`src/rtl/usb_rx_packet_engine.sv`:
```
// usb_rx_packet_engine
// Receives decoded USB bytes, checks SYNC, PID, CRC5 and CRC16, and reports
// the packet type. DATA payload bytes are written speculatively into a payload
// FIFO and become visible to the reader only when the packet passes; a
// failing packet is rolled back completely.
// Optional feature: define RX_ERR_COUNT_EN to add the 16-bit saturating
// err_count output that counts ERROR reports.
module usb_rx_packet_engine #(
    parameter int         FIFO_DEPTH  = 64,
    parameter int         MAX_PAYLOAD = 64,
    parameter logic [7:0] SYNC_BYTE   = 8'h80
) (
    input  logic                             clk,
    input  logic                             rst,
    input  logic                             byte_valid,
    input  logic [7:0]                       byte_data,
    input  logic                             eop,
    input  logic                             rx_abort,
    output logic [2:0]                       rx_packet,
    output logic                             pkt_valid,
    output logic                             data_pid,
    output logic [6:0]                       tok_addr,
    output logic [3:0]                       tok_endp,
    output logic [$clog2(MAX_PAYLOAD+1)-1:0] pkt_len,
    input  logic                             rd_en,
    output logic [7:0]                       rd_data,
    output logic                             fifo_empty,
    output logic [$clog2(FIFO_DEPTH):0]      fifo_count,
    output logic                             busy
`ifdef RX_ERR_COUNT_EN
    ,
    output logic [15:0]                      err_count
`endif
);

    localparam int AW = $clog2(FIFO_DEPTH);
    localparam int LW = $clog2(MAX_PAYLOAD + 1);
    localparam int CW = $clog2(MAX_PAYLOAD + 3);   // holds payload + 2 CRC bytes
    localparam logic [CW-1:0] CNT_MAX = CW'(MAX_PAYLOAD + 2);
    localparam logic [AW:0]   DEPTH_L = (AW + 1)'(FIFO_DEPTH);

    localparam logic [2:0] R_IN    = 3'd1;
    localparam logic [2:0] R_OUT   = 3'd2;
    localparam logic [2:0] R_ACK   = 3'd3;
    localparam logic [2:0] R_ERROR = 3'd4;
    localparam logic [2:0] R_DONE  = 3'd5;
    localparam logic [2:0] R_NACK  = 3'd6;

    typedef enum logic [2:0] {
        S_IDLE  = 3'd0,
        S_PID   = 3'd1,
        S_TOKEN = 3'd2,
        S_DATA  = 3'd3,
        S_HSK   = 3'd4,
        S_DRAIN = 3'd5
    } state_t;

    // CRC5 over one byte, LSB first, poly x^5+x^2+1
    function automatic logic [4:0] crc5_step(input logic [4:0] crc, input logic [7:0] data);
        logic [4:0] c;
        c = crc;
        for (int i = 0; i < 8; i++) begin
            if (c[4] ^ data[i]) begin
                c = {c[3:0], 1'b0} ^ 5'h05;
            end else begin
                c = {c[3:0], 1'b0};
            end
        end
        return c;
    endfunction

    // CRC16 over one byte, LSB first, poly x^16+x^15+x^2+1
    function automatic logic [15:0] crc16_step(input logic [15:0] crc, input logic [7:0] data);
        logic [15:0] c;
        c = crc;
        for (int i = 0; i < 8; i++) begin
            if (c[15] ^ data[i]) begin
                c = {c[14:0], 1'b0} ^ 16'h8005;
            end else begin
                c = {c[14:0], 1'b0};
            end
        end
        return c;
    endfunction

    state_t          state_q, state_d;
    logic [3:0]      pid_q, pid_d;
    logic [CW-1:0]   cnt_q, cnt_d;          // bytes received after the PID
    logic [4:0]      crc5_q, crc5_d;
    logic [15:0]     crc16_q, crc16_d;
    logic [7:0]      hold0_q, hold0_d;      // older holdoff byte (next to be written)
    logic [7:0]      hold1_q, hold1_d;
    logic [7:0]      tok_lo_q, tok_lo_d;    // token byte 1
    logic [2:0]      tok_hi_q, tok_hi_d;    // endp[3:1] from token byte 2
    logic [AW:0]     wr_spec_q, wr_spec_d;
    logic [AW:0]     wr_cmt_q, wr_cmt_d;
    logic [AW:0]     rd_ptr_q, rd_ptr_d;
    logic [2:0]      rx_packet_q, rx_packet_d;
    logic            pkt_valid_q, pkt_valid_d;
    logic            data_pid_q, data_pid_d;
    logic [6:0]      tok_addr_q, tok_addr_d;
    logic [3:0]      tok_endp_q, tok_endp_d;
    logic [LW-1:0]   pkt_len_q, pkt_len_d;

    logic            mem_we_s;
    logic [AW-1:0]   mem_waddr_s;
    logic [7:0]      mem_wdata_s;
    logic            report_s;
    logic [2:0]      report_code_s;
    logic [CW-1:0]   len_s;
    logic [AW:0]     occupancy_s;
    logic            fifo_empty_s;
    logic [7:0]      fifo_mem [FIFO_DEPTH];

    assign fifo_empty_s = (wr_cmt_q == rd_ptr_q);
    assign occupancy_s  = wr_spec_q - rd_ptr_q;

    // Next-state, datapath and report computation; bytes are applied before eop
    always_comb begin
        state_d       = state_q;
        pid_d         = pid_q;
        cnt_d         = cnt_q;
        crc5_d        = crc5_q;
        crc16_d       = crc16_q;
        hold0_d       = hold0_q;
        hold1_d       = hold1_q;
        tok_lo_d      = tok_lo_q;
        tok_hi_d      = tok_hi_q;
        wr_spec_d     = wr_spec_q;
        wr_cmt_d      = wr_cmt_q;
        rd_ptr_d      = rd_ptr_q;
        rx_packet_d   = rx_packet_q;
        pkt_valid_d   = 1'b0;
        data_pid_d    = data_pid_q;
        tok_addr_d    = tok_addr_q;
        tok_endp_d    = tok_endp_q;
        pkt_len_d     = pkt_len_q;
        mem_we_s      = 1'b0;
        mem_waddr_s   = wr_spec_q[AW-1:0];
        mem_wdata_s   = hold0_q;
        report_s      = 1'b0;
        report_code_s = R_ERROR;
        len_s         = {CW{1'b0}};

        // reader pops committed data independently of reception
        if (rd_en && !fifo_empty_s) begin
            rd_ptr_d = rd_ptr_q + (AW + 1)'(1);
        end else begin
            rd_ptr_d = rd_ptr_q;
        end

        if ((state_q != S_IDLE) && rx_abort) begin
            state_d       = S_IDLE;
            wr_spec_d     = wr_cmt_q;
            report_s      = 1'b1;
            report_code_s = R_ERROR;
        end else begin
            if (byte_valid) begin
                case (state_q)
                    S_IDLE: begin
                        cnt_d   = {CW{1'b0}};
                        crc5_d  = 5'h1F;
                        crc16_d = 16'hFFFF;
                        if (byte_data == SYNC_BYTE) begin
                            state_d = S_PID;
                        end else begin
                            state_d = S_DRAIN;
                        end
                    end
                    S_PID: begin
                        pid_d = byte_data[3:0];
                        if (byte_data[7:4] != ~byte_data[3:0]) begin
                            state_d = S_DRAIN;
                        end else begin
                            case (byte_data[3:0])
                                4'b0001, 4'b1001: state_d = S_TOKEN;
                                4'b0011, 4'b1011: state_d = S_DATA;
                                4'b0010, 4'b1010: state_d = S_HSK;
                                default:          state_d = S_DRAIN;
                            endcase
                        end
                    end
                    S_TOKEN: begin
                        if (cnt_q == CW'(2)) begin
                            state_d = S_DRAIN;
                        end else begin
                            cnt_d  = cnt_q + CW'(1);
                            crc5_d = crc5_step(crc5_q, byte_data);
                            if (cnt_q == CW'(0)) begin
                                tok_lo_d = byte_data;
                            end else begin
                                tok_hi_d = byte_data[2:0];
                            end
                        end
                    end
                    S_DATA: begin
                        if (cnt_q == CNT_MAX) begin
                            state_d   = S_DRAIN;
                            wr_spec_d = wr_cmt_q;
                        end else begin
                            cnt_d   = cnt_q + CW'(1);
                            crc16_d = crc16_step(crc16_q, byte_data);
                            hold0_d = hold1_q;
                            hold1_d = byte_data;
                            // the oldest held byte is known not to be CRC once two more arrive
                            if (cnt_q >= CW'(2)) begin
                                if (occupancy_s == DEPTH_L) begin
                                    state_d   = S_DRAIN;
                                    wr_spec_d = wr_cmt_q;
                                end else begin
                                    mem_we_s  = 1'b1;
                                    wr_spec_d = wr_spec_q + (AW + 1)'(1);
                                end
                            end else begin
                                mem_we_s = 1'b0;
                            end
                        end
                    end
                    S_HSK:   state_d = S_DRAIN;
                    S_DRAIN: state_d = S_DRAIN;
                    default: state_d = S_IDLE;
                endcase
            end else begin
                state_d = state_q;
            end

            if (eop && (state_d != S_IDLE)) begin
                case (state_d)
                    S_TOKEN: begin
                        if ((cnt_d == CW'(2)) && (crc5_d == 5'b01100)) begin
                            report_code_s = (pid_d == 4'b1001) ? R_IN : R_OUT;
                            tok_addr_d    = tok_lo_d[6:0];
                            tok_endp_d    = {tok_hi_d, tok_lo_d[7]};
                        end else begin
                            report_code_s = R_ERROR;
                        end
                    end
                    S_DATA: begin
                        if ((cnt_d >= CW'(2)) && (crc16_d == 16'h800D)) begin
                            report_code_s = R_DONE;
                            len_s         = cnt_d - CW'(2);
                            pkt_len_d     = len_s[LW-1:0];
                            data_pid_d    = pid_d[3];
                            wr_cmt_d      = wr_spec_d;
                        end else begin
                            report_code_s = R_ERROR;
                        end
                    end
                    S_HSK: begin
                        report_code_s = (pid_d == 4'b0010) ? R_ACK : R_NACK;
                    end
                    default: report_code_s = R_ERROR;
                endcase
                if (report_code_s == R_ERROR) begin
                    wr_spec_d = wr_cmt_q;
                end else begin
                    wr_spec_d = wr_spec_d;
                end
                report_s = 1'b1;
                state_d  = S_IDLE;
            end else begin
                report_s = 1'b0;
            end
        end

        if (report_s) begin
            pkt_valid_d = 1'b1;
            rx_packet_d = report_code_s;
        end else begin
            pkt_valid_d = 1'b0;
        end
    end

    // State, pointer and report registers
    always_ff @(posedge clk or posedge rst) begin
        if (rst) begin
            state_q     <= S_IDLE;
            pid_q       <= 4'd0;
            cnt_q       <= {CW{1'b0}};
            crc5_q      <= 5'h1F;
            crc16_q     <= 16'hFFFF;
            hold0_q     <= 8'd0;
            hold1_q     <= 8'd0;
            tok_lo_q    <= 8'd0;
            tok_hi_q    <= 3'd0;
            wr_spec_q   <= {(AW + 1){1'b0}};
            wr_cmt_q    <= {(AW + 1){1'b0}};
            rd_ptr_q    <= {(AW + 1){1'b0}};
            rx_packet_q <= 3'd0;
            pkt_valid_q <= 1'b0;
            data_pid_q  <= 1'b0;
            tok_addr_q  <= 7'd0;
            tok_endp_q  <= 4'd0;
            pkt_len_q   <= {LW{1'b0}};
        end else begin
            state_q     <= state_d;
            pid_q       <= pid_d;
            cnt_q       <= cnt_d;
            crc5_q      <= crc5_d;
            crc16_q     <= crc16_d;
            hold0_q     <= hold0_d;
            hold1_q     <= hold1_d;
            tok_lo_q    <= tok_lo_d;
            tok_hi_q    <= tok_hi_d;
            wr_spec_q   <= wr_spec_d;
            wr_cmt_q    <= wr_cmt_d;
            rd_ptr_q    <= rd_ptr_d;
            rx_packet_q <= rx_packet_d;
            pkt_valid_q <= pkt_valid_d;
            data_pid_q  <= data_pid_d;
            tok_addr_q  <= tok_addr_d;
            tok_endp_q  <= tok_endp_d;
            pkt_len_q   <= pkt_len_d;
        end
    end

    // Payload storage; stale entries are never visible because reads are gated by the committed pointer
    always_ff @(posedge clk) begin
        if (mem_we_s) begin
            fifo_mem[mem_waddr_s] <= mem_wdata_s;
        end
    end

`ifdef RX_ERR_COUNT_EN
    logic [15:0] err_count_q, err_count_d;

    // Saturating count of ERROR reports
    always_comb begin
        err_count_d = err_count_q;
        if (report_s && (report_code_s == R_ERROR) && (err_count_q != 16'hFFFF)) begin
            err_count_d = err_count_q + 16'd1;
        end else begin
            err_count_d = err_count_q;
        end
    end

    // Error counter register
    always_ff @(posedge clk or posedge rst) begin
        if (rst) begin
            err_count_q <= 16'd0;
        end else begin
            err_count_q <= err_count_d;
        end
    end

    assign err_count = err_count_q;
`endif

    assign rx_packet  = rx_packet_q;
    assign pkt_valid  = pkt_valid_q;
    assign data_pid   = data_pid_q;
    assign tok_addr   = tok_addr_q;
    assign tok_endp   = tok_endp_q;
    assign pkt_len    = pkt_len_q;
    assign fifo_empty = fifo_empty_s;
    assign fifo_count = wr_cmt_q - rd_ptr_q;
    assign rd_data    = fifo_empty_s ? 8'd0 : fifo_mem[rd_ptr_q[AW-1:0]];
    assign busy       = (state_q != S_IDLE);

endmodule

```
`config.mk`:
```
export PLATFORM = sky130hd
export DESIGN_NAME = usb_rx_packet_engine
export DESIGN_NICKNAME = d
export VERILOG_FILES = /design/src/rtl/usb_rx_packet_engine.sv
export SDC_FILE = /design/constraint.sdc
export NUM_CORES = 1
export LEC_CHECK = 0
export CAP_MARGIN = 20
export CORE_MARGIN = 5
export CORE_UTILIZATION = 45
export DETAILED_ROUTE_END_ITERATION = 10
export PLACE_DENSITY = 0.68
export SLEW_MARGIN = 25
export SYNTH_ARGS = -nofsm -noshare
export SYNTH_HDL_FRONTEND = slang
export SYNTH_SLANG_ARGS = --single-unit
```
`constraint.sdc`:
```
create_clock -name clk -period 7.1 [get_ports clk]
set_input_delay 1.42 -clock clk [delete_from_list [all_inputs] [get_ports clk]]
set_output_delay 1.42 -clock clk [all_outputs]
set_load 0.1 [all_outputs]
```
==> impl_metrics.csv <==
group,metric,value,unit
detailed_routing,wl_per_cell,24.4,µm
yosys,synth_edf_count,512,
layout,fillers,4729,
global_route,antenna_found_initial,0,
worst_setup_path,crit_top_cell,"mux4_2",
outcome,status,"finished, final reports clean",
detailed_routing,vias,14049,
timing,hold_viol_final,0,
yosys,ys_ff_latch,618,
global_route,grt_max_degree,94,
detailed_routing,drtIter0Drc,1318,
floorplan,core,58700,µm²
worst_setup_path,cp.buffers_inverters,2,
yosys,synthCells,1543,
floorplan,dieHeight,253,µm
worst_setup_path,path_cells,"buf_4 > mux4_2 > mux4_2 > mux4_2 > nor2b_1 > clkdlybuf4s50_1",
worst_setup_path,cp_num_cells,6,
worst_setup_path,r2r_end,"fifo_mem[14][7]$_DFFE_PP_",
global_route,grt_pass1_wl,90.6,mm
timing,tightest_slew,1.02,ns
worst_hold_path,hp-class,"reg -> reg",
floorplan,die_x,253,µm
yosys,synthDistinctLibCells,81,
cts,cts_tree,"yes",
placement,postPlaceCellArea,27900,µm²
worst_setup_path,ff2ff_path_depth,11,
layout,final_nets,1621,
cts,cts_htree_levels,2,
yosys,synth.top_cell.area_share,0.580,
worst_setup_path,cp_top_family,"multiplexers",
yosys,async_reset_ff_frac,0.172,
cts,cts_sinks,618,
worst_setup_path,crit_type,"reg -> out",
job,maxCapViolCount,0,
layout,syn_to_final_growth,12.1,%
worst_setup_path,crit_end,"rd_data[5]",
cts,cts_setup_buffers,0,
cts,cts_root_buffer,"clkbuf_16",
layout,drive_gt1_frac,0.205,
yosys,yosys.area.top_type,"edfxtp_1",
timing,fmax,0.165,GHz
cts,clock_path_buffers,3,
floorplan,start_util,0.452,
yosys,synthTopCellsByArea,"edfxtp_1 (58%), mux4_2 (14%), dfrtp_1 (8.0%)",
detailed_routing,firstDrtPassIters,5,
yosys,ys.flop_type,"edfxtp_1",
worst_setup_path,cp-end-kind,"primary output",
layout,fin_area,29700,µm²
detailed_routing,drtAntennaViolNets,0,
timing,finalSetupTns,0,ns
worst_setup_path,crit_path_start_kind,"register",
worst_setup_path,arrival,4.65,ns
detailed_routing,wl,58.9,mm
global_route,track_usage,0.186,
worst_setup_path,rrSetupSlack,2.25,ns
floorplan,io_pins,54,
detailed_routing,routed_via_density,5.82,
pwr,leakagePower,10.3,nW
pwr,power_density,326,nW/µm²
worst_setup_path,path_max_fanout,27,
pwr,vdd_drop_max,0.598,mV
timing,slew_viol_final,0,
worst_setup_path,critPathRequiredTime,5.68,ns
cts,numCtsBuffers,60,
timing,min_period_over_period,0.855,
timing,skew,0.0171,ns
floorplan,die_area,63900,µm²
cts,cts_resized,0,
yosys,ys_warn_count,0,
timing,finalSetupViolations,0,
placement,globalplace.congestion,0.909,
timing,rsz0062_at_grt,"no",
cts,clk_latency,0.63,ns
worst_setup_path,startpoint,"rd_ptr_q[0]$_DFFE_PP0P_",
detailed_routing,drc,0,
worst_setup_path,cp_slowest_stage_delay,0.98,ns
placement,dpl.hpwl,37.5,mm
timing,hold_slack,0.458,ns
worst_setup_path,r2r_start,"rd_ptr_q[1]$_DFFE_PP0P_",
placement,numPortBuffers,53,
yosys,syn_nets,1576,
cts,clk_pin_slew,0.06,ns
yosys,netlist_area,26500,µm²
timing,period_needed,6.07,ns
worst_setup_path,cpMaxStageDelayCell,"clkdlybuf4s50_1",
yosys,synth.avg_cell_area,17.2,µm²
timing,max-slew-margin-rel,0.316,
global_route,grt_overflow,0,
cts,cts_hold_buf,0,
floorplan,row_count,89,
yosys,ys_seq_area_frac,0.681,
global_route,grt_pass1_vias,14354,
## cells in the mapped netlist (all sizes together) (8+ instances only)
cell / number
dfrtp: 85
mux2: 31
edfxtp: 512
ha: 18
buf: 35
inv: 30
xnor2: 42
nand2b: 13
a21oi: 31
nor2b: 21
mux4: 168
o21ai: 43
nand2: 112
o22a: 11
dfstp: 21
xor2: 20
clkbuf: 51
nor2: 117
nand4: 8
nor3: 9
and3: 10
mux2i: 22
nand3: 23
## worst reg2reg max path, delay by kind of cell (launching register included)
family | cells | cell delay, ns
buffers and inverters | 2 | 0.75
and+or+nand+nor | 5 | 1.94
AOI/OAI and AO/OA | 3 | 1.00
adders and majority gates | 1 | 0.36
DFF | 1 | 0.42
## cells by family (layout without fill, tap and decap cells)
logic type / after synthesis / count (layout) / synth area share
DFF: 618 / 618 / 0.681
and+or+nand+nor: 354 / 354 / 0.0639
muxes: 221 / 221 / 0.164
AOI/OAI and AO/OA: 149 / 149 / 0.0383
buffers and inverters: 116 / 211 / 0.0181
xor gates and xnor gates: 66 / 66 / 0.0254
adders and majority gates: 19 / 19 / 0.00925
other: 0 / 2 / 0
## layer usage
layer | share of wire | GRT usage | vias up
met5 | 0 | 0 | -
met4 | 0.019 | 0.0463 | 0
met3 | 0.076 | 0.0449 | 67
met2 | 0.48 | 0.294 | 522
met1 | 0.42 | 0.267 | 7310
li1 | - | - | 6150
## cell type report
| type | count | area [µm²] | area share |
|---|---|---|---|
| Sequential cell | 618 | 18100 | 0.609 |
| Multi-Input combinational cell | 809 | 7990 | 0.269 |
| Clock buffer | 78 | 1570 | 0.0528 |
| Tap cell | 773 | 967 | 0.0325 |
| Timing Repair Buffer | 69 | 701 | 0.0236 |
| Clock inverter | 34 | 279 | 0.00939 |
| Inverter | 30 | 115 | 0.00387 |
| Antenna cell | 2 | 5.00 | 0.000168 |
## power by group
part,switching [mW],leakage [nW],total (mW),internal (mW)
logic,1.65,3.11,2.63,0.981
clock network,1.34,0.880,2.97,1.64
registers,0.137,6.36,4.09,3.95
## state kept, by name, indices dropped and copies added (netlist names), 5 cells and up
register	flops
crc16_q	16
rd_ptr_q	7
crc5_q	5
fifo_mem	512
hold1_q	8
cnt_q	7
tok_addr	7
tok_lo_q	8
wr_spec_q	7
pkt_len	7
hold0_q	8
wr_cmt_q	7
## how the worst min path moves through the flow
| stage | start | to | slack (ns) | depth (start not counted) |
|---|---|---|---|---|
| after floorplan | hold1_q[0]$_DFFE_PP0P_ | hold0_q[0]$_DFFE_PP0P_ | 0.44 | 2 |
| after global placement | hold1_q[6]$_DFFE_PP0P_ | hold0_q[6]$_DFFE_PP0P_ | 0.45 | 2 |
| after detailed placement | hold1_q[1]$_DFFE_PP0P_ | hold0_q[1]$_DFFE_PP0P_ | 0.45 | 2 |
| after CTS | hold1_q[1]$_DFFE_PP0P_ | hold0_q[1]$_DFFE_PP0P_ | 0.46 | 2 |
| after global routing | hold1_q[6]$_DFFE_PP0P_ | hold0_q[6]$_DFFE_PP0P_ | 0.48 | 2 |
| final | hold1_q[1]$_DFFE_PP0P_ | hold0_q[1]$_DFFE_PP0P_ | 0.46 | 2 |
## stage by stage
stage	setup WS, ns	util	cells	total power, mW
final	1.03	0.506	2413	9.69
after global routing	0.819	0.506	2411	10.1
after CTS	0.945	0.506	2411	9.78
after detailed placement	1.62	0.475	2299	6.80
after global placement	1.32	0.474	2299	6.79
after floorplan	0.272	-	1543	6.16
## layout by cell type, fill, tap and decap left out, types with 6 or more instances in the layout
| cell type | Yosys | routed |
|---|---|---|
| nor3_1 | 9 | 8 |
| o21ai_1 | 13 | 13 |
| ha_1 | 18 | 18 |
| nor2_1 | 116 | 115 |
| nand3_1 | 21 | 21 |
| clkbuf_16 | 0 | 60 |
| mux2_1 | 15 | 15 |
| clkinv_1 | 0 | 16 |
| mux2i_1 | 22 | 22 |
| xnor2_1 | 37 | 37 |
| o22a_1 | 11 | 11 |
| clkinv_2 | 0 | 7 |
| clkdlybuf4s50_1 | 0 | 53 |
| o21ai_0 | 30 | 30 |
| dfrtp_4 | 0 | 9 |
| a21oi_1 | 30 | 30 |
| xor2_1 | 20 | 20 |
| mux2_2 | 16 | 16 |
| dfstp_2 | 21 | 21 |
| clkbuf_1 | 51 | 18 |
| nand2_1 | 112 | 112 |
| inv_1 | 28 | 27 |
| nand4_1 | 8 | 8 |
| buf_4 | 1 | 12 |
| o31ai_1 | 6 | 6 |
| edfxtp_1 | 512 | 512 |
| nor2b_1 | 21 | 21 |
| o2111ai_1 | 6 | 6 |
| mux4_2 | 168 | 168 |
| dfrtp_1 | 85 | 75 |
| nand2b_1 | 13 | 13 |
| and3_1 | 10 | 10 |
Note: power is estimated with default switching activity, not from simulation.
